**src/rtl/scmp_mem_pkg.sv**
```systemverilog
// Shared types and page-window decode for the SC/MP board RAM arbiter.
// The CPU write-protection map lives here so the board top no longer carries it.
package scmp_mem_pkg;

  typedef enum logic [1:0] {
    IDLE,
    CPU_CYC,
    DBG_ISSUE,
    DBG_DATA
  } arb_state_t;

  localparam logic [7:0] IO_PAGE_DEF  = 8'h70;
  localparam logic [7:0] RAM_PAGE_DEF = 8'h77;
  localparam logic [3:0] ROM_HI_DEF   = 4'h7;

  // The 7xxx block is ROM apart from one scratch RAM page; the I/O page is never RAM.
  function automatic logic cpu_write_allowed(
    input logic [15:0] addr,
    input logic [7:0]  io_page,
    input logic [7:0]  ram_page,
    input logic [3:0]  rom_hi
  );
    logic ok;
    ok = (addr[15:12] != rom_hi) || (addr[15:8] == ram_page);
    if (addr[15:8] == io_page) begin
      ok = 1'b0;
    end
    return ok;
  endfunction

endpackage

```
**src/rtl/scmp_mem_arbiter.sv**
```systemverilog
// Single owner of the board RAM port, shared between the SC/MP bus and a debug port.
// Debug gets its slot by holding off new CPU cycles; a stuck CPU cycle is cut off.
module scmp_mem_arbiter
  import scmp_mem_pkg::*;
#(
  parameter logic [7:0] IO_PAGE     = IO_PAGE_DEF,
  parameter logic [7:0] RAM_PAGE    = RAM_PAGE_DEF,
  parameter logic [3:0] ROM_HI      = ROM_HI_DEF,
  parameter int         CPU_TIMEOUT = 16
) (
  input  logic        clk,
  input  logic        reset,
  input  logic        cpu_ads_n,
  input  logic        cpu_rd_n,
  input  logic        cpu_wr_n,
  input  logic [15:0] cpu_addr,
  input  logic [7:0]  cpu_wdata,
  output logic [7:0]  cpu_rdata,
  output logic        cpu_hold,
  input  logic        dbg_req,
  input  logic        dbg_we,
  input  logic [15:0] dbg_addr,
  input  logic [7:0]  dbg_wdata,
  output logic        dbg_ack,
  output logic [7:0]  dbg_rdata,
  output logic [15:0] mem_addr,
  output logic        mem_we,
  output logic [7:0]  mem_wdata,
  input  logic [7:0]  mem_rdata,
  output logic        bus_err
);

  localparam int CW = (CPU_TIMEOUT > 2) ? $clog2(CPU_TIMEOUT) : 1;
  localparam logic [CW-1:0] CNT_LAST = CW'(CPU_TIMEOUT - 1);

  arb_state_t    state_reg;
  logic [CW-1:0] cnt_reg;
  logic          strobe_seen_reg;
  logic          cpu_hold_reg;
  logic          dbg_ack_reg;
  logic [7:0]    dbg_rdata_reg;
  logic          bus_err_reg;
  logic          cpu_wr_ok;
  logic          cpu_idle_strobes;

  assign cpu_wr_ok        = cpu_write_allowed(cpu_addr, IO_PAGE, RAM_PAGE, ROM_HI);
  assign cpu_idle_strobes = cpu_ads_n & cpu_rd_n & cpu_wr_n;

  always_ff @(posedge clk) begin
    if (reset) begin
      state_reg       <= IDLE;
      cnt_reg         <= '0;
      strobe_seen_reg <= 1'b0;
      cpu_hold_reg    <= 1'b0;
      dbg_ack_reg     <= 1'b0;
      dbg_rdata_reg   <= 8'h00;
      bus_err_reg     <= 1'b0;
    end else begin
      dbg_ack_reg  <= 1'b0;
      bus_err_reg  <= 1'b0;
      // A request still high during its own ack cycle is the old one, not a new one.
      cpu_hold_reg <= dbg_req & ~dbg_ack_reg;
      case (state_reg)
        IDLE: begin
          cnt_reg <= '0;
          if (!cpu_ads_n) begin
            state_reg       <= CPU_CYC;
            strobe_seen_reg <= ~cpu_rd_n | ~cpu_wr_n;
          end else if (dbg_req && cpu_hold_reg) begin
            state_reg <= DBG_ISSUE;
          end
        end
        CPU_CYC: begin
          if (cnt_reg == CNT_LAST) begin
            state_reg   <= IDLE;
            cnt_reg     <= '0;
            bus_err_reg <= 1'b1;
          end else if (strobe_seen_reg && cpu_idle_strobes) begin
            state_reg <= IDLE;
            cnt_reg   <= '0;
          end else begin
            cnt_reg         <= cnt_reg + CW'(1);
            strobe_seen_reg <= strobe_seen_reg | ~cpu_rd_n | ~cpu_wr_n;
          end
        end
        DBG_ISSUE: begin
          if (dbg_we) begin
            state_reg    <= IDLE;
            dbg_ack_reg  <= 1'b1;
            cpu_hold_reg <= 1'b0;
          end else begin
            state_reg <= DBG_DATA;
          end
        end
        DBG_DATA: begin
          state_reg     <= IDLE;
          dbg_rdata_reg <= mem_rdata;
          dbg_ack_reg   <= 1'b1;
          cpu_hold_reg  <= 1'b0;
        end
        default: state_reg <= IDLE;
      endcase
    end
  end

  // RAM port mux; reset parks it on the CPU address with writes suppressed.
  always_comb begin
    mem_addr  = cpu_addr;
    mem_wdata = cpu_wdata;
    mem_we    = 1'b0;
    if (!reset) begin
      case (state_reg)
        IDLE, CPU_CYC: mem_we = ~cpu_wr_n & cpu_wr_ok;
        DBG_ISSUE: begin
          mem_addr  = dbg_addr;
          mem_wdata = dbg_wdata;
          mem_we    = dbg_we;
        end
        DBG_DATA: begin
          mem_addr  = dbg_addr;
          mem_wdata = dbg_wdata;
        end
        default: mem_we = 1'b0;
      endcase
    end
  end

  assign cpu_rdata = mem_rdata;
  assign cpu_hold  = cpu_hold_reg;
  assign dbg_ack   = dbg_ack_reg;
  assign dbg_rdata = dbg_rdata_reg;
  assign bus_err   = bus_err_reg;

endmodule
```
**config.mk**
```make
export PLATFORM = sky130hd
export DESIGN_NAME = scmp_mem_arbiter
export DESIGN_NICKNAME = d
export VERILOG_FILES = /design/src/rtl/scmp_mem_pkg.sv /design/src/rtl/scmp_mem_arbiter.sv
export SDC_FILE = /design/constraint.sdc
export NUM_CORES = 1
export LEC_CHECK = 0
export ABC_AREA = 1
export BUFFER_PORTS_ARGS = -buffer_cell sky130_fd_sc_hd__clkbuf_2
export CAP_MARGIN = 5
export CELL_PAD_IN_SITES_DETAIL_PLACEMENT = 0
export CELL_PAD_IN_SITES_GLOBAL_PLACEMENT = 2
export CORE_MARGIN = 4
export CORE_UTILIZATION = 14
export CTS_CLUSTER_SIZE = 24
export DETAILED_ROUTE_END_ITERATION = 6
export PLACE_DENSITY_LB_ADDON = 0.1
export SYNTH_ARGS = -nofsm -noshare
export SYNTH_HDL_FRONTEND = slang
export SYNTH_SLANG_ARGS = --single-unit
export TNS_END_PERCENT = 5
```
**constraint.sdc**
```tcl
create_clock -name clk -period 1.2 [get_ports clk]
set_clock_uncertainty 0.15 [all_clocks]
set_input_delay 0.18 -clock clk [delete_from_list [all_inputs] [get_ports clk]]
set_output_delay 0.18 -clock clk [all_outputs]
set_load 0.01 [all_outputs]
```
==> impl_metrics.tcl <==
set metrics [dict create \
    fmax_mhz 636.8 \
    use_met2_pct 17.46 \
    clkSlewWorstSetupHoldPaths_ps 70 \
    drc 0 \
    initial_utilization_pct 14.63 \
    drtPass1Iterations 3 \
    synth_most_common_cell "nand2_1" \
    rsz0062_at_grt "yes" \
    end_kind "primary output" \
    start_kind "flip-flop" \
    ios 107 \
    required_ps 870 \
    clockBufferDepth 2 \
    cts_sinks 18 \
    viasPerCell 3.776 \
    drive_gt1_share_pct 49.67 \
    grt_usage_pct 9.496 \
    min_path_type "in -> reg" \
    syn_inst 194 \
    dp_cells 402 \
    fin_crit_ps 1570 \
    post-route-util_pct 24.75 \
    grt_pass1_vias 1592 \
    p_leak_uw 0.001083 \
    yosys_warnings 0 \
    fin_crit_sh_pct 130.9 \
    diodes 0 \
    syn2layout_area_growth_pct 69.20 \
    place_congestion 0.7212 \
    setup_violations 26 \
    async_flop_share_pct 0 \
    dr.first_iter.drc_count 35 \
    io_buffers 106 \
    worstPathMaxFanout 23 \
    global_route.usage.met1_pct 10.77 \
    cts_tree "built" \
    ys.flop_type "dfxtp_1" \
    failed_checks "negative setup slack" \
    die_h_um 98.78 \
    yosysTopAreaCellShare_pct 31.24 \
    slew_headroom_pct 88.55 \
    grt_first_pass_wirelength_um 7631 \
    h-tree-depth 1 \
    seq_area_um2 367.9 \
    die_x_um 98.78 \
    top_usage_layer "met2" \
    finalHoldViolCount 0 \
    status "finished with violations" \
    ant_nets 0 \
    fin_ws_ps -370.4 \
    final-max-slew-violation-count 0 \
    largest_reg_flops 8 \
    fin_cells 406 \
    maxCapViolCount 0 \
    synth-edff-count 0 \
    cts-buffers-inserted 3 \
    antenna_found_initial 0 \
    root_buffer "clkbuf_8" \
    use_met3_pct 3.114 \
    multi_input_area_um2 690.7 \
    yosysSeqAreaShare_pct 31.24 \
    fillCellCount 936 \
    core_area_um2 7888 \
    yosysUniqueCellTypes 20 \
    yosys.area.top_type "dfxtp_1" \
    final.setup.tns_ps -8924 \
    hold-worst-slack_ps 18.02 \
    synth.cell_area_um2 1154 \
    crit_type "reg -> out" \
    grt_max_degree 24 \
    finalWirelength_um 4548 \
    dp_slack_ps -107.7 \
    hold_buffers 0 \
    vias 1533 \
    dp_hpwl_um 3908 \
    pwr_density_cell_nw_per_um2 889.9 \
    nets 369 \
    ys_ff_latch 18 \
    rows 32 \
    arrival_ps 1240 \
    yosys-top-cells-count "nand2_1, nor2_1, dfxtp_1" \
    die_area_um2 9757 \
    synth.avg_cell_area_um2 5.946 \
    ys_top_cells_by_area "dfxtp_1, nand2_1, nor2_1" \
    syn_nets 258 \
    max-vdd-ir-drop_uv 397.8 \
    insertion_delay_ps 260 \
    gr-total-overflow 0 \
    worst_slew_pin_slew_ps 170.5 \
    post_drt_wl_per_cell_um 11.20 \
]
[path summary, 6_finish.rpt]
check,from,to,slack (ps),depth (start not counted)
setup / recovery,state_reg[1],mem_addr[3],-370,7
setup reg to reg,state_reg[1],strobe_seen_reg,-10,5
hold reg to reg,dbg_ack,cpu_hold,290,1
hold / removal,dbg_req,cpu_hold,20,3
[layout by cell type (no fill, tap or decap)]
cell,instances
buf_2,4
nand2_1,75
clkbuf_8,4
buf_12,1
dfxtp_4,1
nor3_1,3
nor2_4,1
nor2_2,2
inv_2,2
inv_1,11
a21oi_1,3
nand3_4,1
or2_2,1
clkbuf_2,102
dfxtp_1,14
dfxtp_2,3
xor2_1,1
o21ai_1,7
a31oi_1,1
inv_4,1
nand3_2,1
nand4_1,1
o21ai_0,7
nand3_1,7
ha_4,1
nand2_2,12
o21ai_2,1
nor2_1,23
buf_4,11
buf_6,2
[layer usage]
metal	routed length (um)	vias to the layer above
li1	-	815
met1	1831	656
met2	2325	58
met3	362	4
met4	29	0
met5	0	-
[power breakdown]
group / internal, uW / switching (uW) / total (uW)
Sequential: 631 / 25.9 / 657
Clock: 292 / 224 / 516
Combinational: 265 / 299 / 564
Total: 1190 / 549 / 1740
[logic make-up after synthesis]
group	count (synthesis)	share of synthesized area (%)
fa+ha+maj	1	1.084
flops	18	31.24
simple gates	127	44.14
compound gates	19	8.351
buf+inv	28	14.42
xor+xnor	1	0.7594
[final cells by class]
| type | count | share of cell area (%) |
|---|---|---|
| multi-input combinational | 148 | 35.38 |
| clock buffer | 4 | 2.821 |
| tap | 102 | 6.538 |
| inverter | 14 | 2.821 |
| timing repair buffer | 120 | 33.59 |
| sequential | 18 | 18.85 |
[critical path, stage by stage (launching register included)]
cell,delay [ps]
dfxtp_4,360
inv_4,40
nor2_4,130
inv_2,60
buf_12,150
nand2_1,60
nand2_1,50
clkbuf_2,120
[per-stage QoR]
stage / power, uW / instance area, um^2
finish: 1737 / 1952
global route: 1876 / 1952
CTS: 1769 / 1913
detailed placement: 1221 / 1844
global placement: 1227 / 1844
floorplan: 943.4 / 1182
[repair_timing]
item,CTS,global route
pin swaps,1,0
setup endpoints to repair,33,40
buffers inserted,0,0
gates resized for setup,7,22
No activity file was read; power rests on OpenSTA's default activity.
